==> src/rtl/label_frame_stats_pkg.sv <==
// Shared definitions for the label stream: class encoding, frame geometry defaults and
// presence states used by the per-frame statistics block and the label generator.
package label_frame_stats_pkg;

  typedef enum logic [2:0] {
    LblRoad       = 3'd0,
    LblWalkRoad   = 3'd1,
    LblBackground = 3'd2,
    LblCar        = 3'd3,
    LblHuman      = 3'd4
  } label_e;

  typedef enum logic {
    PresAbsent  = 1'b0,
    PresPresent = 1'b1
  } presence_state_e;

  localparam int unsigned HActDefault = 320;
  localparam int unsigned VActDefault = 240;
  localparam int unsigned NumClasses  = 5;
  localparam int unsigned CwDefault   = $clog2(HActDefault * VActDefault + 1);

endpackage

==> src/rtl/label_frame_stats_if.sv <==
// Pixel label stream in, per-frame ROI statistics and presence flags out.
interface label_frame_stats_if #(
  parameter int unsigned CW = label_frame_stats_pkg::CwDefault
);

  logic          pix_valid;
  logic [9:0]    pix_x;
  logic [8:0]    pix_y;
  logic [2:0]    label_data;

  logic          frame_done;
  logic [CW-1:0] road_cnt;
  logic [CW-1:0] walk_cnt;
  logic [CW-1:0] bg_cnt;
  logic [CW-1:0] car_cnt;
  logic [CW-1:0] human_cnt;
  logic          car_present;
  logic          human_present;

  modport master (
    output pix_valid, pix_x, pix_y, label_data,
    input  frame_done, road_cnt, walk_cnt, bg_cnt, car_cnt, human_cnt,
    input  car_present, human_present
  );

  modport slave (
    input  pix_valid, pix_x, pix_y, label_data,
    output frame_done, road_cnt, walk_cnt, bg_cnt, car_cnt, human_cnt,
    output car_present, human_present
  );

endinterface

==> src/rtl/label_frame_stats_presence_debounce.sv <==
// Debounces a per-frame "class seen" decision: the flag only toggles after PERSIST
// consecutive frames disagree with its current value.
module label_frame_stats_presence_debounce
  import label_frame_stats_pkg::*;
#(
  parameter int unsigned MIN_PIX = 2000,
  parameter int unsigned PERSIST = 3,
  parameter int unsigned CW      = 17
) (
  input  logic          clk,
  input  logic          reset_n,
  input  logic          upd,
  input  logic [CW-1:0] cnt,
  output logic          present
);

  localparam int unsigned SW = $clog2(PERSIST + 1);
  localparam logic [0:0] StAbsent  = 1'(PresAbsent);
  localparam logic [0:0] StPresent = 1'(PresPresent);

  logic [0:0]    state_q, state_d;
  logic [SW-1:0] streak_q, streak_d, streak_inc;
  logic          hit, against;

  assign hit        = (cnt >= CW'(MIN_PIX));
  assign streak_inc = streak_q + SW'(1);
  // A frame that disagrees with the current state extends the streak toward a toggle.
  assign against    = (state_q == StAbsent) ? hit : !hit;

  always_comb begin
    state_d  = state_q;
    streak_d = streak_q;
    if (upd) begin
      if (against) begin
        if (streak_inc == SW'(PERSIST)) begin
          state_d  = ~state_q;
          streak_d = '0;
        end else begin
          streak_d = streak_inc;
        end
      end else begin
        streak_d = '0;
      end
    end
  end

  always_ff @(posedge clk or negedge reset_n) begin
    if (!reset_n) begin
      state_q  <= StAbsent;
      streak_q <= '0;
    end else begin
      state_q  <= state_d;
      streak_q <= streak_d;
    end
  end

  assign present = (state_q == StPresent);

endmodule

==> src/rtl/label_frame_stats.sv <==
// Accumulates per-class pixel counts inside a crosswalk ROI, publishes them at end of
// frame and drives debounced car / human presence flags.
module label_frame_stats
  import label_frame_stats_pkg::*;
#(
  parameter int unsigned H_ACT         = HActDefault,
  parameter int unsigned V_ACT         = VActDefault,
  parameter int unsigned ROI_X0        = 80,
  parameter int unsigned ROI_X1        = 239,
  parameter int unsigned ROI_Y0        = 60,
  parameter int unsigned ROI_Y1        = 179,
  parameter int unsigned CAR_MIN_PIX   = 2000,
  parameter int unsigned HUMAN_MIN_PIX = 500,
  parameter int unsigned PERSIST       = 3,
  parameter int unsigned CW            = $clog2(H_ACT * V_ACT + 1)
) (
  input  logic                clk,
  input  logic                reset_n,
  label_frame_stats_if.slave  bus
);

  logic [CW-1:0] cnt_q [NumClasses];
  logic [CW-1:0] cnt_d [NumClasses];
  logic [CW-1:0] pub_q [NumClasses];
  logic [CW-1:0] pub_d [NumClasses];
  logic          in_frame_q, in_frame_d;
  logic          frame_done_q, frame_done_d;

  logic in_roi, at_start, at_end, sof, eof, count_en;

  assign in_roi   = (bus.pix_x >= 10'(ROI_X0)) && (bus.pix_x <= 10'(ROI_X1)) &&
                    (bus.pix_y >= 9'(ROI_Y0))  && (bus.pix_y <= 9'(ROI_Y1));
  assign at_start = (bus.pix_x == '0) && (bus.pix_y == '0);
  assign at_end   = (bus.pix_x == 10'(H_ACT - 1)) && (bus.pix_y == 9'(V_ACT - 1));

  assign sof      = bus.pix_valid && at_start;
  // An end pixel only closes a frame that was actually opened since reset.
  assign eof      = bus.pix_valid && at_end && in_frame_q;
  assign count_en = bus.pix_valid && in_roi && (in_frame_q || sof) &&
                    (bus.label_data < 3'(NumClasses));

  always_comb begin
    cnt_d        = cnt_q;
    pub_d        = pub_q;
    in_frame_d   = in_frame_q;
    frame_done_d = 1'b0;
    if (sof) begin
      for (int unsigned i = 0; i < NumClasses; i++) begin
        cnt_d[i] = '0;
      end
      in_frame_d = 1'b1;
    end
    if (count_en) begin
      for (int unsigned i = 0; i < NumClasses; i++) begin
        if (bus.label_data == 3'(i)) begin
          cnt_d[i] = cnt_d[i] + CW'(1);
        end
      end
    end
    // Publish includes the end pixel itself.
    if (eof) begin
      pub_d        = cnt_d;
      frame_done_d = 1'b1;
      in_frame_d   = 1'b0;
    end
  end

  always_ff @(posedge clk or negedge reset_n) begin
    if (!reset_n) begin
      for (int unsigned i = 0; i < NumClasses; i++) begin
        cnt_q[i] <= '0;
        pub_q[i] <= '0;
      end
      in_frame_q   <= 1'b0;
      frame_done_q <= 1'b0;
    end else begin
      cnt_q        <= cnt_d;
      pub_q        <= pub_d;
      in_frame_q   <= in_frame_d;
      frame_done_q <= frame_done_d;
    end
  end

  assign bus.frame_done = frame_done_q;
  assign bus.road_cnt   = pub_q[int'(LblRoad)];
  assign bus.walk_cnt   = pub_q[int'(LblWalkRoad)];
  assign bus.bg_cnt     = pub_q[int'(LblBackground)];
  assign bus.car_cnt    = pub_q[int'(LblCar)];
  assign bus.human_cnt  = pub_q[int'(LblHuman)];

  label_frame_stats_presence_debounce #(
    .MIN_PIX (CAR_MIN_PIX),
    .PERSIST (PERSIST),
    .CW      (CW)
  ) u_car_debounce (
    .clk     (clk),
    .reset_n (reset_n),
    .upd     (frame_done_q),
    .cnt     (pub_q[int'(LblCar)]),
    .present (bus.car_present)
  );

  label_frame_stats_presence_debounce #(
    .MIN_PIX (HUMAN_MIN_PIX),
    .PERSIST (PERSIST),
    .CW      (CW)
  ) u_human_debounce (
    .clk     (clk),
    .reset_n (reset_n),
    .upd     (frame_done_q),
    .cnt     (pub_q[int'(LblHuman)]),
    .present (bus.human_present)
  );

endmodule
==> src/flat_wrapper.sv <==
// flat-port wrapper written by rule: the top's interface ports become plain ports
module label_frame_stats_flat import label_frame_stats_pkg::*;
#(
  parameter int unsigned H_ACT         = HActDefault,
  parameter int unsigned V_ACT         = VActDefault,
  parameter int unsigned ROI_X0        = 80,
  parameter int unsigned ROI_X1        = 239,
  parameter int unsigned ROI_Y0        = 60,
  parameter int unsigned ROI_Y1        = 179,
  parameter int unsigned CAR_MIN_PIX   = 2000,
  parameter int unsigned HUMAN_MIN_PIX = 500,
  parameter int unsigned PERSIST       = 3,
  parameter int unsigned CW            = $clog2(H_ACT * V_ACT + 1)
)
  (clk, reset_n, bus_pix_valid, bus_pix_x, bus_pix_y, bus_label_data, bus_frame_done, bus_road_cnt, bus_walk_cnt, bus_bg_cnt, bus_car_cnt, bus_human_cnt, bus_car_present, bus_human_present);
  label_frame_stats_if #(.CW(CW)) bus_i ();
  input  logic clk;
  input  logic reset_n;
  input wire logic [$bits(bus_i.pix_valid)-1:0] bus_pix_valid;
  input wire logic [$bits(bus_i.pix_x)-1:0] bus_pix_x;
  input wire logic [$bits(bus_i.pix_y)-1:0] bus_pix_y;
  input wire logic [$bits(bus_i.label_data)-1:0] bus_label_data;
  output wire logic [$bits(bus_i.frame_done)-1:0] bus_frame_done;
  output wire logic [$bits(bus_i.road_cnt)-1:0] bus_road_cnt;
  output wire logic [$bits(bus_i.walk_cnt)-1:0] bus_walk_cnt;
  output wire logic [$bits(bus_i.bg_cnt)-1:0] bus_bg_cnt;
  output wire logic [$bits(bus_i.car_cnt)-1:0] bus_car_cnt;
  output wire logic [$bits(bus_i.human_cnt)-1:0] bus_human_cnt;
  output wire logic [$bits(bus_i.car_present)-1:0] bus_car_present;
  output wire logic [$bits(bus_i.human_present)-1:0] bus_human_present;
  assign bus_i.pix_valid = bus_pix_valid;
  assign bus_i.pix_x = bus_pix_x;
  assign bus_i.pix_y = bus_pix_y;
  assign bus_i.label_data = bus_label_data;
  assign bus_frame_done = bus_i.frame_done;
  assign bus_road_cnt = bus_i.road_cnt;
  assign bus_walk_cnt = bus_i.walk_cnt;
  assign bus_bg_cnt = bus_i.bg_cnt;
  assign bus_car_cnt = bus_i.car_cnt;
  assign bus_human_cnt = bus_i.human_cnt;
  assign bus_car_present = bus_i.car_present;
  assign bus_human_present = bus_i.human_present;
  label_frame_stats #(.H_ACT(H_ACT), .V_ACT(V_ACT), .ROI_X0(ROI_X0), .ROI_X1(ROI_X1), .ROI_Y0(ROI_Y0), .ROI_Y1(ROI_Y1), .CAR_MIN_PIX(CAR_MIN_PIX), .HUMAN_MIN_PIX(HUMAN_MIN_PIX), .PERSIST(PERSIST), .CW(CW)) u_core (.clk(clk), .reset_n(reset_n), .bus(bus_i));
endmodule
==> config.mk <==
export PLATFORM = sky130hd
export DESIGN_NAME = label_frame_stats_flat
export DESIGN_NICKNAME = d
export VERILOG_FILES = /design/src/rtl/label_frame_stats_pkg.sv /design/src/rtl/label_frame_stats_if.sv /design/src/rtl/label_frame_stats_presence_debounce.sv /design/src/rtl/label_frame_stats.sv /design/src/flat_wrapper.sv
export SDC_FILE = /design/constraint.sdc
export NUM_CORES = 1
export LEC_CHECK = 0
export ABC_AREA = 1
export CAP_MARGIN = 20
export CORE_MARGIN = 5
export CORE_UTILIZATION = 61
export CTS_CLUSTER_SIZE = 10
export DETAILED_ROUTE_END_ITERATION = 16
export HOLD_SLACK_MARGIN = 0.1
export PLACE_DENSITY = 0.83
export SYNTH_ARGS = -nofsm -noshare
export SYNTH_HDL_FRONTEND = slang
export SYNTH_SLANG_ARGS = --single-unit
==> constraint.sdc <==
create_clock -name clk -period 2.3 [get_ports clk]
set_clock_uncertainty 0.1 [all_clocks]
set_input_delay 0.575 -clock clk [delete_from_list [all_inputs] [get_ports clk]]
set_output_delay 0.575 -clock clk [all_outputs]
set_load 0.02 [all_outputs]
==> qor.yml <==
critical_path:
  worstSetupPathType: "in -> reg"
  critPathMaxFanout: 7
  crit_path_frequent_cell: "nand2_1"
  cp-start-kind: "input port"
  worst-path-buf-inv: 4
  crit_arrival_ns: 2.57
  worst_ep_required_time_ns: 2.52
  worstPathCellList: "clkdlybuf4s15_1, inv_2, nor2_2, nand2_1, nor2_2, nand3_4, buf_12, buf_16, nand3_1, nor2_2, nand2_1, nor2_4, nand2_1, nand2_1, nand2_1, nand2_1, nand2_1"
  crit_family: "simple AND/OR/NAND/NOR gates"
  slowest_stage: "nor2_4"
  end_kind: "register"
  slowest_delay_ns: 0.21
run_status:
  status: "finished with violations"
  violations: "negative setup slack"
final_layout:
  drive_gt1_share_pct: 21.31
  seqCellArea_um2: 4456
  num_antenna_cells: 0
  n_fill_cell: 744
  multiInputGateArea_um2: 4471
  area_growth_pct: 39.04
  post-route-util_pct: 86.85
  final_nets: 1485
yosys:
  async_reset_ff_share_pct: 100.0
  synth_edf_count: 0
  ys_warn_count: 0
  synth_cells: 1222
  yosysTopAreaCell: "dfrtp_1"
  yosysSeqAreaShare_pct: 48.69
  synth_flop_cell: "dfrtp_1"
  synth_top_area_share_pct: 48.69
  postSynthAreaPerCell_um2: 7.486
  synth_area_leaders: "dfrtp_1 49%, nand2_1 19%, nand3_1 7.2%, inv_1 5.3%, nor2_1 4.5%"
  syn_nets: 1248
  synth_seq_cells: 178
  netlist_area_um2: 9148
  synth_cell_types: 38
power_and_ir_drop:
  power_density_nw_per_um2: 493.2
  p_leak_nw: 6.528
  p_total_mw: 6.272
  peakVddDrop_uv: 555.3
global_routing:
  grt_max_degree: 86
  grt_pass1_vias: 8950
  antenna_found_initial: 0
  grt_pass1_wl_um: 42640
  grt_usage_pct: 29.56
  grt_remaining_overflow: 0
routing:
  dr.pass1.iters: 7
  antenna_left: 0
  drc: 0
  wire_per_inst_um: 17.34
  num_vias: 9391
  wl_um: 28660
  via_per_inst: 5.681
  drt_iter0_drc: 914
timing:
  max_freq_ghz: 0.4245
  period_needed_ns: 2.356
  slew_violations: 0
  worst_pin_slew_ns: 0.4587
  finalHoldViolCount: 0
  tns_ns: -0.1317
  fin_crit_sh_pct: 102.4
  relSlewSlack_pct: 69.42
  finalSetupViolCount: 4
  setup_ws_ns: -0.05584
clocking:
  clk_latency_ns: 0.43
  cts_buffers: 17
  cts.path.max_buffers: 2
  clk_pin_slew_ns: 0.06
  cts-htree-levels: 4
  cts_sinks: 178
  cts_tree: "done"
  cts_root_buf: "clkbuf_16"
run:
  maxCapViolations: 0
placed_design:
  io_buffers: 112
  gp_congestion: 0.9180
  place_hpwl_um: 16270
die:
  ios: 113
  placementRows: 44
  dieWidth_um: 132.5
  start_util_pct: 62.47
  core_um2: 14640
  die_height_um: 132.5
  dieArea_um2: 17540
hold_path:
  min_path_type: "reg -> reg"
-- flip-flops by register name (all words and copies together) (netlist names) --
register and count:
u_core.bus.car_cnt 17, u_core.bus.human_cnt 17, u_core.bus.road_cnt 17, u_core.cnt_q 85, u_core.u_human_debounce.streak_q 2, u_core.bus.frame_done 1, u_core.bus.walk_cnt 17, u_core.u_car_debounce.streak_q 2
u_core.u_human_debounce.present 1, u_core.u_car_debounce.present 1, u_core.in_frame_q 1, u_core.bus.bg_cnt 17
-- per-layer routing --
metal | vias up | global-route usage [%] | part of all wire [%]
met5 | - | 0 | 0
met4 | 0 | 10.74 | 5.2
met3 | 144 | 5.695 | 6.7
met2 | 542 | 51.90 | 51
met1 | 4421 | 36.46 | 37
li1 | 4284 | - | -
-- worst paths after layout --
check	startpoint	end	slack [ns]	cells past startpoint
min in group asynchronous	reset_n	u_core.cnt_q[15]$_DFF_PN0_	0.45	2
max in group asynchronous	reset_n	u_core.cnt_q[66]$_DFF_PN0_	0.94	3
hold reg to reg	u_core.bus.road_cnt[2]$_DFFE_PN0P_	u_core.bus.road_cnt[2]$_DFFE_PN0P_	0.38	2
hold / removal	u_core.bus.road_cnt[2]$_DFFE_PN0P_	u_core.bus.road_cnt[2]$_DFFE_PN0P_	0.38	2
setup reg to reg	u_core.cnt_q[0]$_DFF_PN0_	u_core.bus.human_cnt[8]$_DFFE_PN0P_	0.51	7
setup / recovery	bus_pix_valid	u_core.bus.car_cnt[7]$_DFFE_PN0P_	-0.06	17
-- worst min-delay path, stage by stage, from the launching register on --
cell     delay [ns]
dfrtp_1        0.34
nand2_1        0.05
nand2_1        0.05
-- area by class of cell --
class,count,share of cell area [%]
Tap cell,184,1.810
Clock buffer,20,3.669
Timing Repair Buffer,254,19.54
Inverter,132,3.955
Sequential cell,178,35.03
Multi-Input combinational cell,876,35.15
Clock inverter,9,0.8460
-- cells in the mapped netlist, types with 3 or more instances --
cell type    n
o21ai_1     15
o21bai_1    15
buf_2       10
nor2_8       3
buf_6        7
nand3b_1     6
o21ai_0     29
nand4_1      6
mux2i_1      3
nor4_1       4
nand2_1    467
dfrtp_1    178
nor2_2      15
and2_1      10
nor2_1     109
clkbuf_1    11
xor2_1      21
nor2_4       3
inv_1      129
nand2_2     13
buf_1        6
o211ai_1     3
nand3_1    132
nor3_1       7
-- layout by cell type (no fill, tap or decap), types with 6 or more instances in the layout --
cell type | Yosys | final
buf_12 | 0 | 13
nand3_2 | 2 | 13
dfrtp_1 | 178 | 177
clkdlybuf4s15_1 | 0 | 13
nor3_1 | 7 | 6
nor2_2 | 15 | 31
xor2_1 | 21 | 17
nand3b_1 | 6 | 6
inv_1 | 129 | 122
nand4_1 | 6 | 6
nand2_1 | 467 | 442
o21ai_0 | 29 | 24
nor2_1 | 109 | 73
inv_2 | 2 | 7
nor2_4 | 3 | 23
nand3_1 | 132 | 116
buf_4 | 2 | 114
nand2_4 | 0 | 9
o21bai_1 | 15 | 15
buf_6 | 7 | 8
clkbuf_16 | 0 | 18
nand2_2 | 13 | 28
clkbuf_2 | 0 | 7
and2_1 | 10 | 10
o21ai_1 | 15 | 19
clkdlybuf4s50_1 | 0 | 89
-- power breakdown --
group	leakage (nW)	total, mW	internal (mW)	switching [mW]
Clock	0.280	2.86	1.67	1.19
Combinational	3.77	0.265	0.104	0.161
Sequential	2.48	3.15	3.14	0.0110
Total	6.53	6.27	4.91	1.36
-- through the flow --
stage / setup WS, ns / cell area, µm² / hold WS (ns) / std cells
2_1_floorplan: -0.1251 / 9191 / 0.1794 / 1222
3_3_place_gp: -0.5624 / 11290 / 0.3291 / 1591
3_5_place_dp: -0.6298 / 11290 / 0.3292 / 1591
4_1_cts: 0.003717 / 12270 / 0.3814 / 1639
5_1_grt: -0.07543 / 12720 / 0.3928 / 1653
6_report: -0.05584 / 12720 / 0.3787 / 1653
-- cells by family after synthesis --
family                   after synthesis  share of synthesized area (%)
AND/OR/NAND/NOR                      783                          36.77
flip-flops                           178                          48.69
buffers and inverters                168                          7.687
AO/OA/AOI/OAI                         66                          4.186
XOR/XNOR                              23                          2.202
multiplexers                           3                         0.3283
adder cells (fa/ha/maj)                1                         0.1368
-- repair_timing --
action / in CTS / in global routing
hold buffers: 1 / 0
resized for setup: 62 / 121
setup buffers: 13 / 13
pin swaps: 14 / 54
endpoints found under the hold margin: 14 / 0
setup endpoints to repair: 135 / 123
cloned: 5 / 1
Power figures use the tool's default switching activity.
